$ cat config.mk
export PLATFORM = sky130hd
export DESIGN_NAME = store_trace_monitor
export DESIGN_NICKNAME = d
export VERILOG_FILES = /design/src/rtl/store_trace_pkg.sv /design/src/rtl/trace_fifo.sv /design/src/rtl/store_trace_monitor.sv
export SDC_FILE = /design/constraint.sdc
export NUM_CORES = 1
export LEC_CHECK = 0
export CAP_MARGIN = 0
export CORE_MARGIN = 4
export CORE_UTILIZATION = 40
export DETAILED_ROUTE_END_ITERATION = 7
export GPL_TIMING_DRIVEN = 0
export HOLD_SLACK_MARGIN = 0.03
export PLACE_DENSITY = 0.64
export SYNTH_ARGS = -nofsm -noshare
export SYNTH_HDL_FRONTEND = slang
export SYNTH_SLANG_ARGS = --single-unit
$ cat constraint.sdc
create_clock -name clk -period 9.7 [get_ports clk]
set_clock_uncertainty 0.1 [all_clocks]
set_input_delay 2.91 -clock clk [delete_from_list [all_inputs] [get_ports clk]]
set_output_delay 2.91 -clock clk [all_outputs]
set_load 0.01 [all_outputs]
$ cat src/rtl/store_trace_pkg.sv
// Shared types and defaults for the store trace monitor.
// Status encodings, signature constants and the 64-bit trace entry layout.
package store_trace_pkg;

  typedef enum logic [1:0] {
    ST_RUN     = 2'b00,
    ST_PASS    = 2'b01,
    ST_FAIL    = 2'b10,
    ST_TIMEOUT = 2'b11
  } status_e;

  localparam logic [31:0] SIG_ADDR_DEF = 32'd100;
  localparam logic [31:0] SIG_DATA_DEF = 32'd25;

  typedef struct packed {
    logic [31:0] addr;
    logic [31:0] data;
  } trace_entry_t;

endpackage

$ cat src/rtl/trace_fifo.sv
// First-word-fall-through FIFO of trace entries with an exact occupancy count.
// The head reads as zero while empty so consumers never see stale entries.
module trace_fifo
  import store_trace_pkg::*;
#(
  parameter int DEPTH = 8,
  parameter int AW    = $clog2(DEPTH)
) (
  input  logic         clk,
  input  logic         rst_n,
  input  logic         push_i,
  input  logic         pop_i,
  input  trace_entry_t wdata_i,
  output trace_entry_t rdata_o,
  output logic         full_o,
  output logic         empty_o,
  output logic [AW:0]  level_o
);

  trace_entry_t  mem_q [DEPTH];
  logic [AW-1:0] wr_q;
  logic [AW-1:0] rd_q;
  logic [AW:0]   lvl_q;
  logic          do_push;
  logic          do_pop;

  assign empty_o = (lvl_q == '0);
  assign full_o  = (lvl_q == (AW+1)'(DEPTH));
  assign do_pop  = pop_i & ~empty_o;
  // A pop on the same edge frees the slot, so a full FIFO still accepts the push.
  assign do_push = push_i & (~full_o | do_pop);

  always_ff @(posedge clk) begin
    if (do_push) mem_q[wr_q] <= wdata_i;
  end

  always_ff @(posedge clk or negedge rst_n) begin
    if (!rst_n) begin
      wr_q  <= '0;
      rd_q  <= '0;
      lvl_q <= '0;
    end else begin
      if (do_push) wr_q <= wr_q + 1'b1;
      if (do_pop)  rd_q <= rd_q + 1'b1;
      case ({do_push, do_pop})
        2'b10:   lvl_q <= lvl_q + 1'b1;
        2'b01:   lvl_q <= lvl_q - 1'b1;
        default: lvl_q <= lvl_q;
      endcase
    end
  end

  assign rdata_o = empty_o ? '0 : mem_q[rd_q];
  assign level_o = lvl_q;

endmodule

$ cat src/rtl/store_trace_monitor.sv
// Observes core data-memory stores, traces them into a FIFO and decides the
// run outcome (PASS / FAIL / TIMEOUT) with a registered halt request.
module store_trace_monitor
  import store_trace_pkg::*;
#(
  parameter int          DEPTH          = 8,
  parameter logic [31:0] SIG_ADDR       = SIG_ADDR_DEF,
  parameter logic [31:0] SIG_DATA       = SIG_DATA_DEF,
  parameter logic [15:0] TIMEOUT_CYCLES = 16'd2000,
  parameter int          CNT_W          = 16,
  parameter int          LW             = $clog2(DEPTH) + 1
) (
  input  logic             clk,
  input  logic             rst,
  input  logic             mem_write,
  input  logic [31:0]      alu_result,
  input  logic [31:0]      write_data,
  output logic             t_valid,
  output logic [31:0]      t_addr,
  output logic [31:0]      t_data,
  input  logic             t_ready,
  output logic [LW-1:0]    fifo_level,
  output logic             overflow,
  output logic [CNT_W-1:0] drop_count,
  output logic [CNT_W-1:0] store_count,
  output logic [1:0]       status,
  output logic             halt_req
);

  status_e          status_q;
  logic             halt_q;
  logic [15:0]      cyc_q;
  logic [CNT_W-1:0] store_cnt_q;
  logic [CNT_W-1:0] drop_cnt_q;
  logic             ovf_q;

  logic             store_ev;
  logic             pop;
  logic             push;
  logic             drop;
  logic             full;
  logic             empty;
  trace_entry_t     wr_entry;
  trace_entry_t     head;

  assign store_ev = mem_write & (status_q == ST_RUN);
  assign pop      = ~empty & t_ready;
  assign drop     = store_ev & full & ~pop;
  assign push     = store_ev & ~drop;
  assign wr_entry = '{addr: alu_result, data: write_data};

  trace_fifo #(.DEPTH(DEPTH)) u_fifo (
    .clk     (clk),
    .rst_n   (rst),
    .push_i  (push),
    .pop_i   (pop),
    .wdata_i (wr_entry),
    .rdata_o (head),
    .full_o  (full),
    .empty_o (empty),
    .level_o (fifo_level)
  );

  // State | meaning
  // RUN     | observing stores, cycle counter running
  // PASS    | signature store carried the expected value
  // FAIL    | signature store carried any other value
  // TIMEOUT | no signature store within TIMEOUT_CYCLES
  always_ff @(posedge clk or negedge rst) begin
    if (!rst) begin
      status_q <= ST_RUN;
      halt_q   <= 1'b0;
      cyc_q    <= '0;
    end else begin
      halt_q <= halt_q | (status_q != ST_RUN);
      if (status_q == ST_RUN) begin
        // A signature store on the timeout cycle still decides the outcome.
        if (store_ev && (alu_result == SIG_ADDR)) begin
          status_q <= (write_data == SIG_DATA) ? ST_PASS : ST_FAIL;
        end else if (cyc_q == TIMEOUT_CYCLES - 16'd1) begin
          status_q <= ST_TIMEOUT;
        end else begin
          cyc_q <= cyc_q + 16'd1;
        end
      end
    end
  end

  always_ff @(posedge clk or negedge rst) begin
    if (!rst) begin
      store_cnt_q <= '0;
      drop_cnt_q  <= '0;
      ovf_q       <= 1'b0;
    end else begin
      if (store_ev && !(&store_cnt_q)) store_cnt_q <= store_cnt_q + 1'b1;
      if (drop) begin
        ovf_q <= 1'b1;
        if (!(&drop_cnt_q)) drop_cnt_q <= drop_cnt_q + 1'b1;
      end
    end
  end

  assign t_valid     = ~empty;
  assign t_addr      = head.addr;
  assign t_data      = head.data;
  assign overflow    = ovf_q;
  assign drop_count  = drop_cnt_q;
  assign store_count = store_cnt_q;
  assign status      = status_q;
  assign halt_req    = halt_q;

endmodule

=== Yosys cells after proc, flatten, opt, wreduce, memory -nomap -nowiden ===
Memories as Yosys holds them, arrays and structs flattened.
Cells that the tools add are included.

* Memories: 1
* Input port bits: 68
* Output and inout port bits: 105
* Logic and storage cells: 59
* Bits in writable memories: 512
* Flip-flop bits (word level): 62

{| class="wikitable"
|+ Memories
! memory !! depth !! width !! rd ports !! clocked after memory_dff !! wr ports !! RTL line !! RTL
|-
| u_fifo.mem_q || 8 || 64 || 1 || 0 || 1 || trace_fifo.sv:20 || <nowiki>trace_entry_t mem_q [DEPTH];</nowiki>
|}

* $add $sub $neg: 7
* Reduce and logical (&&, ||, !) cells: 13
* Muxes and demuxes: 7
* Eq/ne operators: 6
* Bitwise logic cells: 16

{| class="wikitable"
|+ Operator list
! kind !! count
|-
| $mux 64 || 1
|-
| $add 16x1->16 const B || 3
|-
| $eq 32x5->1 const B || 1
|-
| $eq 32x7->1 const B || 1
|-
| $reduce_and 16->1 || 2
|-
| $eq 16x11->1 const B || 1
|-
| $pmux 4 s2 || 1
|-
| $and 1x1->1 || 7
|-
| $not 1->1 || 7
|-
| $add 3x1->3 const B || 2
|-
| $mux 2 || 3
|-
| $reduce_bool 2->1 || 3
|-
| $add 4x1->4 const B || 1
|-
| $eq 4x4->1 const B || 1
|-
| $logic_not 4->1 || 1
|-
| $reduce_and 2->1 || 2
|-
| $sub 4x1->4 const B || 1
|-
| $reduce_and 3->1 || 1
|-
| $eq 2x1->1 const B || 1
|-
| $eq 2x2->1 const B || 1
|-
| $logic_and 1x1->1 || 2
|-
| $logic_not 2->1 || 1
|-
| $mux 1 || 2
|-
| $or 1x1->1 || 2
|-
| $logic_not 1->1 || 1
|}

=== Logic depth before layout (Yosys ltp) ===
* Depth after elaboration: 10
* Depth in mapped cells: 11
* Mapped depth without buffers: 10

=== Cells and area by module ===
Synthesis repeated with hierarchy kept, for this count alone.

* Cells, all modules: 1130
* Area total of the unflattened synthesis: 22676.7 um^2

{| class="wikitable"
|+ Modules (own cells, without submodules)
! module !! area an instance (um^2) !! cells each !! seq. area each (um^2) !! times used
|-
| trace_fifo || 20025.5 || 876 || 15625.0 || 1
|-
| store_trace_monitor || 2651.3 || 254 || 1301.2 || 1
|}

=== Least setup slack after synthesis ===
Ideal clock, no wire load.

* Path kind: input-to-reg
* Start point: in mem_write
* End point: mem u_fifo.mem_q[0][0] (netlist bit) (enable)
* Setup time: 0.565 ns
* Buffers on the path: 0
* Arrival: 8.130 ns
* Data required time: 9.035 ns
* Cell stages on the path: 4
* Path slack: 0.906 ns
* Path through: or3b_4 a31oi_1 nand2b_1 nor3_1

* Longest elaborated chain between the ends: 8

{| class="wikitable"
|+ Ends and longest elaborated chain
! what !! RTL line !! RTL
|-
| from (decl) || store_trace_monitor.sv:15 || <nowiki>input logic mem_write,</nowiki>
|-
| $and 1x1->1 (*) || store_trace_monitor.sv:46 || <nowiki>assign store_ev = mem_write & (status_q == ST_RUN);</nowiki>
|-
| $and 1x1->1 (2 in series) || store_trace_monitor.sv:48 || <nowiki>assign drop = store_ev & full & ~pop;</nowiki>
|-
| $not 1->1 || store_trace_monitor.sv:49 || <nowiki>assign push = store_ev & ~drop;</nowiki>
|-
| $and 1x1->1 (*) || store_trace_monitor.sv:49 ||
|-
| $and 1x1->1 (*) || trace_fifo.sv:31 || <nowiki>assign do_push = push_i & (~full_o | do_pop);</nowiki>
|-
| $mux 1 (*) || trace_fifo.sv:34 || <nowiki>if (do_push) mem_q[wr_q] <= wdata_i;</nowiki>
|-
| $mux 1 (implied by the code) (*) || trace_fifo.sv:34 ||
|-
| to (decl) || trace_fifo.sv:20 ||
|}

Every way passes the cells marked *; elsewhere a longest branch is shown, timed or not.

=== Final worst setup path ===
* Start point: reg u_fifo.lvl_q[1] (netlist: u_fifo.level_o[1])
* End point: out t_addr[30]

* Longest elaborated chain between the ends: 2

{| class="wikitable"
|+ Ends and longest elaborated chain
! what !! RTL line !! RTL
|-
| from (decl) || trace_fifo.sv:23 || <nowiki>logic [AW:0] lvl_q;</nowiki>
|-
| from (signal assigned) || trace_fifo.sv:46 || <nowiki>2'b10: lvl_q <= lvl_q + 1'b1;</nowiki>
|-
| from (signal assigned) || trace_fifo.sv:47 || <nowiki>2'b01: lvl_q <= lvl_q - 1'b1;</nowiki>
|-
| from (signal assigned) || trace_fifo.sv:48 || <nowiki>default: lvl_q <= lvl_q;</nowiki>
|-
| $logic_not 4->1 || trace_fifo.sv:27 || <nowiki>assign empty_o = (lvl_q == '0);</nowiki>
|-
| $mux 64 || trace_fifo.sv:53 || <nowiki>assign rdata_o = empty_o ? '0 : mem_q[rd_q];</nowiki>
|-
| to (decl) || store_trace_monitor.sv:19 || <nowiki>output logic [31:0] t_addr,</nowiki>
|}

Every way passes these cells.

==> results.md <==
Detailed routing:
- The pre-antenna-repair detailed-routing pass consisted of 5 iterations.
- The via density per instance is 5.26.
- The post-detailed-route count of antenna-violating nets is 0.
- The DRC violation total after the first TritonRoute iteration is 947.
- The total length of routed wires is 50,600 um.
- In the final routed layout, each cell accounts on average for 23.2 um.
- The via count is 11,489.
- The detailed-route DRC error count is 0.

Setup path:
- Of all nets on the critical path, the largest fanout is 10.
- At the worst endpoint, the required time is 6.69 ns.
- The worst setup path is captured at an output port.
- The critical path class is reg -> out.
- The slowest stage of the critical path is the sky130_fd_sc_hd__nor4_1 cell.
- The signal on the critical path passes through clkbuf_1, nor4_1, clkbuf_1, clkbuf_1, nor2_1, clkdlybuf4s50_1.
- The launching point of the worst reg2reg path is u_fifo.level_o[1].
- Among the stages of the critical path, the cell type that occurs most often is sky130_fd_sc_hd__clkbuf_1.
- The delay contributed by the slowest stage of the critical path is 0.98 ns.
- The critical register-to-register path endpoint is u_fifo.level_o[2].
- The critical path crosses 6 cells after its start point.
- For flop-to-flop paths, the worst setup slack is 6.28 ns.
- For the worst setup path, the data arrival time is 4.25 ns.
- The startpoint type of the worst setup path is a flop.
- Among cell families on the critical path, the largest total delay comes from buffers and inverters.
- The buffers plus inverters on the worst setup path is 4.
- The worst-case reg-to-reg path depth is 10.

CTS:
- Once the clock tree was built, the resizer swapped 0 gates to a different size.
- After clock tree synthesis, the clock-pin slew on the worst setup and hold paths is 0.06 ns.
- The clock net sink count is 574.
- The tree is rooted in a sky130_fd_sc_hd__clkbuf_16.
- Clock latency on the worst-skew pair, taken at its later pin, is 0.61 ns.
- Buffers inserted during clock tree synthesis total 56.
- The H-tree level count is 2.
- The longest clock path from root to sink contains 3 buffers.
- The number of setup buffers added after CTS is 0.
- The number of hold buffers added after CTS was 0.
- TritonCTS built the clock tree.

Floorplan:
- The area inside the core boundary is 55,400 um2.
- The number of placement rows is 86.
- The overall die area is 60,100 um2.
- The floorplan die width is 245 um.
- From bottom edge to top edge, the die measures 245 um.
- Pin placement for this block handled 173 I/O pins.
- The initial core utilization is 40.6%.

Layout:
- The area added between synthesis and finish is 23.5%.
- Of the cells placed in the final design, the portion with a size suffix greater than 1 is 20.0%.
- Leaving out fill and tap cells, the most frequent cells in the layout are sky130_fd_sc_hd__edfxtp_1, sky130_fd_sc_hd__clkdlybuf4s50_1, sky130_fd_sc_hd__mux4_2, sky130_fd_sc_hd__nor2_1, sky130_fd_sc_hd__mux2i_1.
- The count of nets after finishing is 1,464.
- The commonest non-fill, non-tap cell in the layout is sky130_fd_sc_hd__edfxtp_1.
- The share of the core filled with cells in the final layout is 50.1%.
- The count of cells in the finished layout, fillers not included, comes to 2,185.

STA:
- The highest achievable clock rate is 0.138 GHz.
- Setup repair after global routing left no endpoint under its margin.
- Setup slack on the critical path of the routed design comes to 2.44 ns.
- At the pin with the least slew margin, the transition time is 1.19 ns.
- Setup total negative slack on the finished layout was measured at 0 ns.
- The number of hold violations in the final report came to 0.
- The worst path in the final design needs a cycle of 7.26 ns, including I/O delays and setup.
- The tightest hold path in the finished design has a slack of 0.370 ns.
- Setup violations remaining at the end of the flow were counted as 0.
- The final critical path takes up 74.9% of the cycle.
- The worst slew margin relative to its limit is 20.3%.
- The final-report max-slew violation count came to 0.

Synthesis:
- The most used flip-flop cell after synthesis is sky130_fd_sc_hd__edfxtp_1.
- The count of state elements after synthesis is 574.
- The total of warnings raised by yosys is 0.
- The number of standard cells after synthesis is 1,125.
- The number of flops mapped to enable cells by yosys is 512.
- Sequential cells were found to cover 75.2% of the synthesized design area.
- The synthesized netlist contains 48 unique library cells.
- Dividing the synthesized area by the synthesized cell count gives 20.0 um2.
- The number of nets in the synthesized netlist is 1,201.
- The async set-reset flop share out of synthesis is 10.8%.
- The total standard cell area after synthesis is 22,500 um2.

Placement:
- Timing analysis after detailed placement gives a worst setup slack of 2.94 ns.
- The number of placed instances, taps included, is 2,078.
- Routability-driven placement finished with a final weighted congestion of 0.795.
- In this run the tool buffered the top-level ports with 172 buffer cells.
- Summed over all nets, the half-perimeter wirelength after detailed placement is 32,500 um.

Worst hold path:
- The hold path startpoint is cyc_q[8].
- The path type of the worst min-delay path is reg -> reg.
- Counting instances, the worst hold path has a depth of 1.
- The worst min-delay path endpoint is cyc_q[8].

GRT:
- Entering global routing, the biggest net connects 63 pins.
- The number of global-route vias before repair is 12,211.
- The overall fraction of global-route tracks in use is 16.9%.
- The final global-route overflow total is 0.
- The first global-routing pass estimated 76,700 um of wire.
- The initial antenna violation count was 5.

Run status:
- The flow ran to the end, and the final reports show no timing, DRC or antenna violations.

Flow run:
- Across the run, the number of max-cap violations was 0.

Pwr:
- The leakage component of the power is 9.25 nW.
- The ratio of total power to cell area is 257 nW/um2.
- The worst-case vdd ir drop is 0.129 mV.
[cell usage after synthesis (2+ instances only)]
| cell type | instances | share of area, % |
|---|---|---|
| sky130_fd_sc_hd__mux2i_1 | 64 | 2.8 |
| sky130_fd_sc_hd__nand4_1 | 12 | 0.33 |
| sky130_fd_sc_hd__xnor2_1 | 17 | 0.66 |
| sky130_fd_sc_hd__and4_1 | 3 | 0.12 |
| sky130_fd_sc_hd__or3_1 | 2 | 0.056 |
| sky130_fd_sc_hd__clkbuf_1 | 22 | 0.37 |
| sky130_fd_sc_hd__nor2_1 | 100 | 1.7 |
| sky130_fd_sc_hd__a21oi_1 | 5 | 0.11 |
| sky130_fd_sc_hd__nand2_1 | 30 | 0.50 |
| sky130_fd_sc_hd__nor2b_1 | 3 | 0.083 |
| sky130_fd_sc_hd__dfrtp_1 | 62 | 6.9 |
| sky130_fd_sc_hd__mux2_2 | 6 | 0.30 |
| sky130_fd_sc_hd__xor2_1 | 31 | 1.2 |
| sky130_fd_sc_hd__nor3_1 | 12 | 0.27 |
| sky130_fd_sc_hd__nand2b_1 | 5 | 0.14 |
| sky130_fd_sc_hd__nand3_1 | 18 | 0.40 |
| sky130_fd_sc_hd__and3_1 | 6 | 0.17 |
| sky130_fd_sc_hd__nor4_1 | 16 | 0.44 |
| sky130_fd_sc_hd__inv_1 | 8 | 0.13 |
| sky130_fd_sc_hd__nor4b_1 | 2 | 0.078 |
| sky130_fd_sc_hd__buf_1 | 8 | 0.13 |
| sky130_fd_sc_hd__a31oi_1 | 4 | 0.11 |
| sky130_fd_sc_hd__buf_2 | 15 | 0.33 |
| sky130_fd_sc_hd__nor4bb_1 | 2 | 0.089 |
| sky130_fd_sc_hd__nor3b_1 | 2 | 0.067 |
| sky130_fd_sc_hd__ha_1 | 8 | 0.44 |
| sky130_fd_sc_hd__or4_1 | 2 | 0.067 |
| sky130_fd_sc_hd__mux4_2 | 128 | 13 |
| sky130_fd_sc_hd__edfxtp_1 | 512 | 68 |
| sky130_fd_sc_hd__o211ai_1 | 2 | 0.067 |
[how the worst max path moves through the flow]
| stage | slack [ns] | start | to |
|---|---|---|---|
| after global routing | 2.22 | u_fifo.level_o[1] | t_addr[26] |
| after detailed placement | 2.94 | u_fifo.level_o[1] | t_addr[30] |
| final | 2.44 | u_fifo.level_o[1] | t_addr[30] |
| after global placement | -4.47 | mem_write | u_fifo.mem_q[0][43] |
| after CTS | 2.26 | u_fifo.level_o[1] | t_addr[30] |
| after floorplan | 0.91 | mem_write | u_fifo.mem_q[0][0] |
[kinds of logic after synthesis]
| logic type | after synthesis | share of synthesized area (%) |
|---|---|---|
| XOR/XNOR | 48 | 1.87 |
| buffers and inverters | 54 | 1.02 |
| multiplexers | 198 | 16.0 |
| flip-flops | 574 | 75.2 |
| AND/OR/NAND/NOR | 223 | 4.86 |
| AO/OA/AOI/OAI | 20 | 0.628 |
| adder cells (fa/ha/maj) | 8 | 0.445 |
[state kept, by name (all words and copies together), names as in the netlist]
register,count
u_fifo.wr_q,3
drop_count,16
u_fifo.level_o,4
halt_req,1
store_count,16
cyc_q,16
overflow,1
u_fifo.rd_q,3
u_fifo.mem_q,512
status,2
[final cells by class]
class                      instances  area [um2]
antenna                            2        5.00
buffer                            46         199
clock buffer                      66        1460
clock inverter                    39         500
fill                            4496       27600
inverter                           8        30.0
multi-input combinational        497        5400
sequential                       574       16900
tap                              748         936
timing repair buffer             205        2320
[layer usage]
metal  vias to the layer above  routed length (um)  GRT usage [%]
met1                      6013               21800           23.3
met4                         6                 930           3.84
met2                       326               24400           27.1
li1                       5072                   -              -
met5                         -                  35              0
met3                        72                3520           4.72
[report_power, final]
part / switching [W] / internal [W] / total, W / leakage (nW)
Sequential: 0.0000201 / 0.00271 / 0.00273 / 5.36
Clock: 0.000939 / 0.00135 / 0.00229 / 0.943
Combinational: 0.00103 / 0.00108 / 0.00211 / 2.95
[through the flow]
| stage | total power, W | instance area (um2) |
|---|---|---|
| floorplan | 0.00401 | 22500 |
| global placement | 0.00492 | 25200 |
| detailed placement | 0.00494 | 25800 |
| CTS | 0.00723 | 27800 |
| global route | 0.00747 | 27800 |
| finish | 0.00713 | 27800 |
[worst reg2reg max path, cell delays in order (launching register included)]
cell                       delay (ns)
sky130_fd_sc_hd__dfrtp_1         0.38
sky130_fd_sc_hd__clkbuf_1        0.19
sky130_fd_sc_hd__nor4_1          0.99
sky130_fd_sc_hd__nor2_1          0.38
sky130_fd_sc_hd__ha_1            0.39
sky130_fd_sc_hd__xor2_1          0.18
sky130_fd_sc_hd__ha_1            0.19
sky130_fd_sc_hd__a21oi_1         0.14
sky130_fd_sc_hd__xor2_1          0.15
sky130_fd_sc_hd__nor2_1          0.06
sky130_fd_sc_hd__xor2_1          0.14
Note: power is estimated with default switching activity, not from simulation.
